[src/rtl/joy_player_mux.sv]
// rtl/joy_player_mux.sv - USB/DB joystick merge with slot remap, DB debounce, coin shaping and OSD combo detect
module joy_player_mux #(
    parameter int PLAYERS     = 2,
    parameter int JOY_W       = 16,
    parameter int COIN_BIT    = 7,
    parameter int DEB_MS      = 5,
    parameter int COIN_MIN_MS = 40,
    parameter int COIN_MAX_MS = 250,
    parameter int OSD_A       = 10,
    parameter int OSD_B       = 6,
    parameter int OSD_HOLD_MS = 500
) (
    input  logic                       clk_sys,
    input  logic                       reset_n,
    input  logic                       ce_ms,
    input  logic [2:0]                 db_players,
    input  logic [PLAYERS*JOY_W-1:0]   usb_joy,
    input  logic [PLAYERS*JOY_W-1:0]   db_joy,
    output logic [PLAYERS*JOY_W-1:0]   joy_out,
    output logic [JOY_W-1:0]           joy_any,
    output logic                       osd_req,
    output logic                       osd_level
);

    localparam int NB = PLAYERS * JOY_W;
    localparam int DW = $clog2(DEB_MS + 1);
    localparam int CW = $clog2(COIN_MAX_MS + 1);
    localparam int OW = $clog2(OSD_HOLD_MS + 1);

    typedef enum logic [1:0] {C_IDLE, C_PULSE, C_HOLD, C_JAM} coin_t;

    logic [2:0]         k_d, k_q;
    logic               remap;
    logic [NB-1:0]      stable_d, stable_q;
    logic [DW-1:0]      deb_cnt_d [NB];
    logic [DW-1:0]      deb_cnt_q [NB];
    logic [NB-1:0]      mapped;
    logic [PLAYERS-1:0] coin_in;
    logic [PLAYERS-1:0] coin_prev_d, coin_prev_q;
    coin_t              coin_st_d [PLAYERS];
    coin_t              coin_st_q [PLAYERS];
    logic [CW-1:0]      coin_cnt_d [PLAYERS];
    logic [CW-1:0]      coin_cnt_q [PLAYERS];
    logic [NB-1:0]      joy_out_d, joy_out_q;
    logic [JOY_W-1:0]   joy_any_d, joy_any_q;
    logic [OW-1:0]      osd_cnt_d, osd_cnt_q;
    logic               osd_req_d, osd_req_q;

    always_comb begin
        k_d   = (db_players > 3'(PLAYERS)) ? 3'(PLAYERS) : db_players;
        remap = (k_d != k_q);
    end

    // A bit's counter only runs while raw disagrees with the stable value.
    always_comb begin
        stable_d = stable_q;
        for (int i = 0; i < NB; i++) begin
            deb_cnt_d[i] = deb_cnt_q[i];
            if (ce_ms) begin
                if (db_joy[i] == stable_q[i]) begin
                    deb_cnt_d[i] = '0;
                end else if (deb_cnt_q[i] == DW'(DEB_MS - 1)) begin
                    stable_d[i]  = db_joy[i];
                    deb_cnt_d[i] = '0;
                end else begin
                    deb_cnt_d[i] = deb_cnt_q[i] + 1'b1;
                end
            end
        end
    end

    always_comb begin
        mapped = '0;
        for (int p = 0; p < PLAYERS; p++) begin
            if (p < int'(k_d)) begin
                mapped[p*JOY_W +: JOY_W] = stable_q[p*JOY_W +: JOY_W];
            end else begin
                for (int s = 0; s < PLAYERS; s++) begin
                    if (s + int'(k_d) == p) begin
                        mapped[p*JOY_W +: JOY_W] = usb_joy[s*JOY_W +: JOY_W];
                    end
                end
            end
        end
    end

    always_comb begin
        coin_in     = '0;
        coin_prev_d = coin_prev_q;
        joy_out_d   = mapped;
        for (int p = 0; p < PLAYERS; p++) begin
            coin_in[p]     = mapped[p*JOY_W + COIN_BIT];
            coin_prev_d[p] = coin_in[p];
            coin_st_d[p]   = coin_st_q[p];
            coin_cnt_d[p]  = coin_cnt_q[p];
            if (remap) begin
                coin_st_d[p]  = C_IDLE;
                coin_cnt_d[p] = '0;
            end else begin
                case (coin_st_q[p])
                    C_IDLE: begin
                        if (coin_in[p] && !coin_prev_q[p]) begin
                            coin_st_d[p]  = C_PULSE;
                            coin_cnt_d[p] = '0;
                        end
                    end
                    C_PULSE: begin
                        if (ce_ms) begin
                            coin_cnt_d[p] = coin_cnt_q[p] + 1'b1;
                            if (coin_cnt_q[p] == CW'(COIN_MIN_MS - 1)) begin
                                coin_st_d[p] = coin_in[p] ? C_HOLD : C_IDLE;
                            end
                        end
                    end
                    C_HOLD: begin
                        if (!coin_in[p]) begin
                            coin_st_d[p]  = C_IDLE;
                            coin_cnt_d[p] = '0;
                        end else if (ce_ms) begin
                            coin_cnt_d[p] = coin_cnt_q[p] + 1'b1;
                            if (coin_cnt_q[p] == CW'(COIN_MAX_MS - 1)) begin
                                coin_st_d[p] = C_JAM;
                            end
                        end
                    end
                    default: begin
                        if (!coin_in[p]) begin
                            coin_st_d[p]  = C_IDLE;
                            coin_cnt_d[p] = '0;
                        end
                    end
                endcase
            end
            // Coin output follows the next state so it shares the register latency of the other bits.
            joy_out_d[p*JOY_W + COIN_BIT] = (coin_st_d[p] == C_PULSE) || (coin_st_d[p] == C_HOLD);
        end
    end

    always_comb begin
        joy_any_d = '0;
        for (int p = 0; p < PLAYERS; p++) begin
            joy_any_d = joy_any_d | joy_out_d[p*JOY_W +: JOY_W];
        end
    end

    always_comb begin
        osd_level = (k_q != 3'd0) && stable_q[OSD_A] && stable_q[OSD_B];
        osd_cnt_d = osd_cnt_q;
        osd_req_d = 1'b0;
        if (!osd_level) begin
            osd_cnt_d = '0;
        end else if (ce_ms && (osd_cnt_q != OW'(OSD_HOLD_MS))) begin
            osd_cnt_d = osd_cnt_q + 1'b1;
            osd_req_d = (osd_cnt_q == OW'(OSD_HOLD_MS - 1));
        end
    end

    always_ff @(posedge clk_sys) begin
        if (!reset_n) begin
            k_q         <= '0;
            stable_q    <= '0;
            coin_prev_q <= '0;
            joy_out_q   <= '0;
            joy_any_q   <= '0;
            osd_cnt_q   <= '0;
            osd_req_q   <= 1'b0;
            for (int i = 0; i < NB; i++) begin
                deb_cnt_q[i] <= '0;
            end
            for (int p = 0; p < PLAYERS; p++) begin
                coin_st_q[p]  <= C_IDLE;
                coin_cnt_q[p] <= '0;
            end
        end else begin
            k_q         <= k_d;
            stable_q    <= stable_d;
            coin_prev_q <= coin_prev_d;
            joy_out_q   <= joy_out_d;
            joy_any_q   <= joy_any_d;
            osd_cnt_q   <= osd_cnt_d;
            osd_req_q   <= osd_req_d;
            for (int i = 0; i < NB; i++) begin
                deb_cnt_q[i] <= deb_cnt_d[i];
            end
            for (int p = 0; p < PLAYERS; p++) begin
                coin_st_q[p]  <= coin_st_d[p];
                coin_cnt_q[p] <= coin_cnt_d[p];
            end
        end
    end

    assign joy_out = joy_out_q;
    assign joy_any = joy_any_q;
    assign osd_req = osd_req_q;

endmodule

[config.mk]
export PLATFORM = sky130hd
export DESIGN_NAME = joy_player_mux
export DESIGN_NICKNAME = d
export VERILOG_FILES = /design/src/rtl/joy_player_mux.sv
export SDC_FILE = /design/constraint.sdc
export NUM_CORES = 1
export LEC_CHECK = 0
export ABC_AREA = 1
export CORE_MARGIN = 3
export CORE_UTILIZATION = 45
export DETAILED_ROUTE_END_ITERATION = 16
export PLACE_DENSITY = 0.69
export SYNTH_ARGS = -nofsm -noshare
export SYNTH_HDL_FRONTEND = slang
export SYNTH_SLANG_ARGS = --single-unit
[constraint.sdc]
create_clock -name clk_sys -period 1.8 [get_ports clk_sys]
set_clock_uncertainty 0.2 [all_clocks]
set_input_delay 0.54 -clock clk_sys [delete_from_list [all_inputs] [get_ports clk_sys]]
set_output_delay 0.54 -clock clk_sys [all_outputs]
set_load 0.005 [all_outputs]
==> results.sh, run 1 <==
export IMPL_status="finished with violations"
export IMPL_violations="negative setup slack"
export IMPL_fp_dieH_um=158
export IMPL_cp_arrival_ns=1.32
export IMPL_synth_common_cells="nand2_1 (282), dfxtp_1 (211), inv_1 (185)"
export IMPL_post_route_util_pct=61.2
export IMPL_synth_edf_count=0
export IMPL_die_area_mm2=0.0249
export IMPL_cpMostUsedCell="nor3_4"
export IMPL_cts_tree="built"
export IMPL_ys_types=46
export IMPL_gp_congestion=0.894
export IMPL_seqCellArea_mm2=0.00426
export IMPL_hold_violations=0
export IMPL_core_area_mm2=0.0222
export IMPL_finalMaxSlewViolations=0
export IMPL_path_buf_inv=1
export IMPL_vdd_drop_max_mv=0.567
export IMPL_period_minus_slack_ns=2.06
export IMPL_clock_latency_ns=0.51
export IMPL_grt_pass1_vias=9101
export IMPL_grt_max_degree=45
export IMPL_drive_gt1_share_pct=18.5
export IMPL_start_util_pct=46.7
export IMPL_layout_nets=1717
export IMPL_cp_required_ns=1.06
export IMPL_syn_nets=1526
export IMPL_hp_class="input port to register"
export IMPL_fmax_ghz=0.485
export IMPL_cp_max_fo=2
export IMPL_powerDensity_mw_per_mm2=821
export IMPL_critical_path_class="register to primary output"
export IMPL_worst_slack_ns=-0.260
export IMPL_crit_slowest_cell="dfxtp_2"
export IMPL_hpwl_um=19000
export IMPL_p_leak_nw=5.87
export IMPL_grt_ovfl_total=0
export IMPL_synth_yosys_seq_area_share_pct=40.7
export IMPL_cp_end_kind="primary output"
export IMPL_numCtsBuffers=24
export IMPL_drc=0
export IMPL_clk_pin_slew_worst_paths_ns=0.05
export IMPL_wl_um=26400
export IMPL_cts_hold_buf=0
export IMPL_drt_iter0_drc=503
export IMPL_diodes=0
export IMPL_clock_path_buffers=3
export IMPL_port_buffers=119
export IMPL_syn_avg_cell_area_um2=7.53
export IMPL_grtUsageTotal_pct=20.7
export IMPL_path_cells="nor3_4 > nor3_4 > buf_2"
export IMPL_ant_nets=0
export IMPL_yosysMostFrequentCell="nand2_1"
export IMPL_cts_root_buffer="clkbuf_16"
export IMPL_placementRows=54
export IMPL_areaGrowthSynthToFinish_pct=31.3
export IMPL_synth_area_mm2=0.0104
export IMPL_drv_cap=0
export IMPL_synth_top_area_share_pct=40.7
export IMPL_crit_path_start_kind="register"
export IMPL_viasPerCell=5.05
export IMPL_synth_seq_cells=211
export IMPL_multiInputGateArea_mm2=0.00556
export IMPL_yosys_area_top_type="dfxtp_1"
export IMPL_fillers=1942
export IMPL_async_reset_ff_share_pct=0
export IMPL_slowest_delay_ns=0.33
export IMPL_post_route_period_util_pct=114
export IMPL_finalSetupViolCount=3
export IMPL_grt_first_pass_wirelength_um=42800
export IMPL_hold_ws_ns=0.244
export IMPL_cts_max_level=1
export IMPL_antenna_found_initial=0
export IMPL_synth_ff_type="dfxtp_1"
export IMPL_rsz0062_at_grt="yes"
export IMPL_ys_warn_count=0
export IMPL_drt_pass1_iter_count=5
export IMPL_yosys_top_cells_area="dfxtp_1 (41%), nand2_1 (10%), ha_1 (9.4%)"
export IMPL_syn_instance_count=1378
export IMPL_cts_sinks=211
export IMPL_die_x_um=158
export IMPL_via_count=9433
export IMPL_wl_per_cell_um=14.2
export IMPL_crit_family="simple AND/OR/NAND/NOR gates"
export IMPL_ios=120
==> worst min-delay path, delay by kind of cell <==
kind	cells	cell delay [ns]
compound gates	2	0.15
buf+inv	1	0.20
==> flip-flops by register name, indices dropped and copies added (netlist names) <==
| name | flops |
|---|---|
| joy_any | 16 |
| deb_cnt_q | 96 |
| coin_st_q | 4 |
| osd_req | 1 |
| joy_out | 32 |
| k_q | 3 |
| osd_cnt_q | 9 |
| stable_q | 32 |
| coin_prev_q | 2 |
| coin_cnt_q | 16 |
==> stage by stage <==
| step | area (µm²) | power [mW] | std cells | setup TNS, ns | setup slack, ns |
|---|---|---|---|---|---|
| after floorplan | 10400 | 5.44 | 1378 | -0.133 | -0.00666 |
| after global routing | 13600 | 11.6 | 1867 | -0.756 | -0.289 |
| after detailed placement | 12500 | 5.96 | 1818 | -52.97 | -0.747 |
| final | 13600 | 11.2 | 1867 | -0.387 | -0.260 |
| after global placement | 12500 | 5.94 | 1818 | -48.12 | -0.680 |
| after CTS | 13400 | 11.3 | 1863 | -0.274 | -0.274 |
==> power breakdown <==
part	internal, mW	switching (mW)
sequential	4.79	0.0630
clock	3.40	1.91
combinational	0.454	0.566
total	8.64	2.54
==> worst paths after layout <==
| check | depth (start not counted) | slack [ns] | start | endpoint |
|---|---|---|---|---|
| max | 3 | -0.26 | k_q[2] | osd_level |
| min | 3 | 0.24 | reset_n | deb_cnt_q[0][30] |
| max reg2reg | 13 | -0.07 | coin_cnt_q[0][8] | joy_any[7] |
| min reg2reg | 2 | 0.28 | osd_cnt_q[1] | osd_cnt_q[1] |
==> area by class of cell <==
class	instances	share of cell area (%)
Timing Repair Buffer	213	13.6
Multi-Input combinational cell	930	40.8
Tap cell	280	2.57
Sequential cell	211	31.3
Clock inverter	6	0.956
Clock buffer	38	5.47
Inverter	189	5.30
==> what timing repair did <==
item / 4_1_cts / 5_1_grt
gates resized for setup: 144 / 127
setup endpoints to repair: 91 / 47
pin swaps: 4 / 32
setup buffers: 1 / 5
==> layout by cell type (no fill, tap or decap), drive strengths merged, types with 2 or more instances in the layout <==
cell and instances:
a21oi 156, a221oi 4, and3 2, buf 108, bufinv 4, clkbuf 53
clkdlybuf4s15 25, clkdlybuf4s50 63, clkinv 2, dfxtp 211, ha 78, inv 189
nand2 295, nand3 65, nand4 6, nor2 94, nor3 13, nor4 2
o211ai 2, o21ai 108, o21bai 15, o221ai 3, o22ai 6, o311a 14
o31ai 15, or2 5, xnor2 4, xor2 36
==> routing by layer <==
metal / GRT usage, % / share of wire, % / vias to the layer above / routed length (µm)
li1: - / - / 4877 / -
met1: 25.8 / 44 / 4318 / 11600
met2: 36.7 / 49 / 188 / 12900
met3: 3.88 / 4.9 / 50 / 1310
met4: 5.45 / 2.7 / 0 / 720
met5: 0 / 0 / - / 0
==> cell families (layout without fill, tap and decap cells) <==
group                      Yosys count  count (layout)  share of synthesized area (%)
and+or+nand+nor                    484             484                           19.7
other                                1               1                         0.0362
buffers and inverters              237             446                           8.76
AOI/OAI and AO/OA                  327             327                           17.9
xor gates and xnor gates            40              40                           3.45
adders and majority gates           78              78                           9.41
DFF                                211             211                           40.7
(Power assumes the default switching activity.)
==> run 2: changes to the inputs <==
--- a/config.mk
+++ b/config.mk
@@ -6,10 +6,12 @@
 export NUM_CORES = 1
 export LEC_CHECK = 0
 export ABC_AREA = 1
+export CORE_ASPECT_RATIO = 0.9
 export CORE_MARGIN = 3
 export CORE_UTILIZATION = 45
 export DETAILED_ROUTE_END_ITERATION = 16
-export PLACE_DENSITY = 0.69
+export PLACE_DENSITY = 0.66
+export SLEW_MARGIN = 20
 export SYNTH_ARGS = -nofsm -noshare
 export SYNTH_HDL_FRONTEND = slang
 export SYNTH_SLANG_ARGS = --single-unit
==> constraint.sdc (replaced) <==
create_clock -name clk_sys -period 2.36 [get_ports clk_sys]
set_clock_uncertainty 0.2 [all_clocks]
set_input_delay 0.708 -clock clk_sys [delete_from_list [all_inputs] [get_ports clk_sys]]
set_output_delay 0.708 -clock clk_sys [all_outputs]
set_load 0.005 [all_outputs]
==> run 2 against run 1 <==
- the run now ends clean
- largest power group is now registers
- via count shrank 3.3%
- clock power shrank 34%
- register-to-register slack gained 0.51 ns
- non-clock buffer count shrank 48
- sequential share of layout area grew 1.5 points
==> results.sh, run 2 (same netlist as run 1, synthesis figures left out) <==
export IMPL_cts_max_level=1
export IMPL_crit_family="buffers and inverters"
export IMPL_post_route_period_util_pct=97.1
export IMPL_ant_nets=0
export IMPL_r2r_cells=9
export IMPL_drive_gt1_share_pct=8.10
export IMPL_powerDensity_mw_per_mm2=617
export IMPL_seqCellArea_mm2=0.00423
export IMPL_clock_path_buffers=3
export IMPL_finalMaxSlewViolations=0
export IMPL_rsz0062_at_grt="no"
export IMPL_internal_power_mw=6.12
export IMPL_p_leak_nw=5.43
export IMPL_vdd_drop_max_mv=0.486
export IMPL_crit_slowest_cell="clkdlybuf4s50_1"
export IMPL_drt_pass1_iter_count=5
export IMPL_p_comb_share_pct=9.2
export IMPL_fillers=2070
export IMPL_largest_reg_flops=96
export IMPL_hpwl_um=18600
export IMPL_status="complete, no violations"
export IMPL_diodes=0
export IMPL_critical_path_class="register to primary output"
export IMPL_path_cells="clkdlybuf4s50_1"
export IMPL_wl_um=25400
export IMPL_post_dp_cell_area_mm2=0.0121
export IMPL_grt_pass1_vias=8777
export IMPL_whs_endpoint="osd_cnt_q[6]"
export IMPL_wl_per_cell_um=13.9
export IMPL_timing_rr_end="coin_cnt_q[0][1]"
export IMPL_grt_max_degree=47
export IMPL_areaGrowthSynthToFinish_pct=24.5
export IMPL_period_minus_slack_ns=2.29
export IMPL_core_area_mm2=0.0226
export IMPL_relSlewSlack_pct=65.0
export IMPL_design_area_mm2=0.0129
export IMPL_finalNonFillerCells=1828
export IMPL_crit_path_start_kind="register"
export IMPL_fmax_ghz=0.436
export IMPL_drv_cap=0
export IMPL_hold_violations=0
export IMPL_placed_cells=1792
export IMPL_rrSetupSlack_ns=0.44
export IMPL_layout_commonest_cell="nand2_1"
export IMPL_gp_congestion=0.905
export IMPL_die_x_um=166
export IMPL_worstHoldStart="osd_cnt_q[6]"
export IMPL_ios=120
export IMPL_hp_class="register to register"
export IMPL_port_buffers=119
export IMPL_grt_first_pass_wirelength_um=42200
export IMPL_cts_tree="built"
export IMPL_hold_ws_ns=0.278
export IMPL_finalSetupViolCount=0
export IMPL_path_buf_inv=1
export IMPL_antenna_found_initial=0
export IMPL_start_util_pct=45.9
export IMPL_cp_max_fo=1
export IMPL_regMostFlops="deb_cnt_q"
export IMPL_placementRows=52
export IMPL_power_frac_clock_pct=44.4
export IMPL_layout_nets=1668
export IMPL_numCtsBuffers=23
export IMPL_drc=0
export IMPL_hold_depth=2
export IMPL_p_sw_share_pct=23.2
export IMPL_fp_dieH_um=150
export IMPL_total_power_mw=7.97
export IMPL_cp_required_ns=1.45
export IMPL_clk_pin_slew_worst_paths_ns=0.05
export IMPL_final_cell_mix="nand2_1 (282), dfxtp_1 (206), inv_1 (183), a21oi_1 (154), clkdlybuf4s50_1 (116)"
export IMPL_grtUsageTotal_pct=20.2
export IMPL_die_area_mm2=0.0249
export IMPL_cp_arrival_ns=1.38
export IMPL_drt_iter0_drc=544
export IMPL_p_switching_mw=1.85
export IMPL_cp_end_kind="primary output"
export IMPL_clock_latency_ns=0.51
export IMPL_cts_hold_buf=0
export IMPL_post_route_util_pct=57.2
export IMPL_multiInputGateArea_mm2=0.00526
export IMPL_worstReg2RegStart="coin_st_q[0][1]"
export IMPL_cts_sinks=211
export IMPL_grt_ovfl_total=0
export IMPL_power_frac_seq_pct=46.4
export IMPL_cts_root_buffer="clkbuf_16"
export IMPL_viasPerCell=4.99
export IMPL_tightest_slew_ns=0.525
export IMPL_slowest_delay_ns=0.52
export IMPL_via_count=9126
run 2: cell count changes in the layout (fill, tap and decap cells not counted), sizes merged, moves of 2 or more:
cell	change
buf	-60
bufinv	-2
clkbuf	-23
clkdlybuf4s15	-24
clkdlybuf4s50	+53
run 2: power by group through the flow:
stage          registers (mW)  logic (mW)  clock network [mW]
5_1_grt                  3.71       0.828                3.75
3_5_place_dp             3.78       0.734                   0
4_1_cts                  3.70       0.741                3.63
3_3_place_gp             3.77       0.722                   0
2_1_floorplan            3.77       0.377                   0
6_report                 3.70       0.735                3.53
run 2: repair_timing:
item	in CTS	in global routing
gates resized for setup	11	1
endpoints found under the hold margin	0	0
setup buffers	1	0
pin swaps	2	0
setup endpoints to repair	1	1
run 2: worst register-to-register path, cell delays in order (launching register included):
cell and delay (ns):
dfxtp_1 0.41, inv_1 0.12, ha_1 0.26, nor3_1 0.18
nand2_1 0.11, nand2_4 0.10, inv_4 0.06, a21oi_4 0.19
nand2_1 0.08, a21oi_1 0.14
run 2: layout make-up:
type                    count  area share (%)
multi-input cells         930            40.8
flip-flops and latches    211            32.8
repair buffers            165            12.3
inverters                 189            5.55
clock buffers              30            5.05
well taps                 297            2.88
clock inverters             6           0.669
run 2: worst max-delay path by stage:
stage	end	startpoint	cells after the start	slack [ns]
6_report	joy_out[26]	joy_out[26]	1	0.07
5_1_grt	osd_level	k_q[1]	3	0.007
4_1_cts	joy_out[26]	joy_out[26]	1	0.03
3_5_place_dp	coin_cnt_q[0][10]	db_players[1]	12	-0.34
3_3_place_gp	coin_cnt_q[0][14]	db_players[1]	14	-0.28
2_1_floorplan	deb_cnt_q[0][17]	ce_ms	7	0.39
run 2: routing by layer:
layer  GRT usage, %  routed length (µm)
met1           25.2               11600
met2           35.1               11900
met3           4.33                1270
met4           6.07                 648
met5              0                   0
run 2: through the flow:
stage	TNS [ns]	setup slack, ns
floorplan	0	0.385
global placement	-10.41	-0.280
detailed placement	-12.53	-0.338
CTS	0	0.0324
global route	0	0.00741
finish	0	0.0675
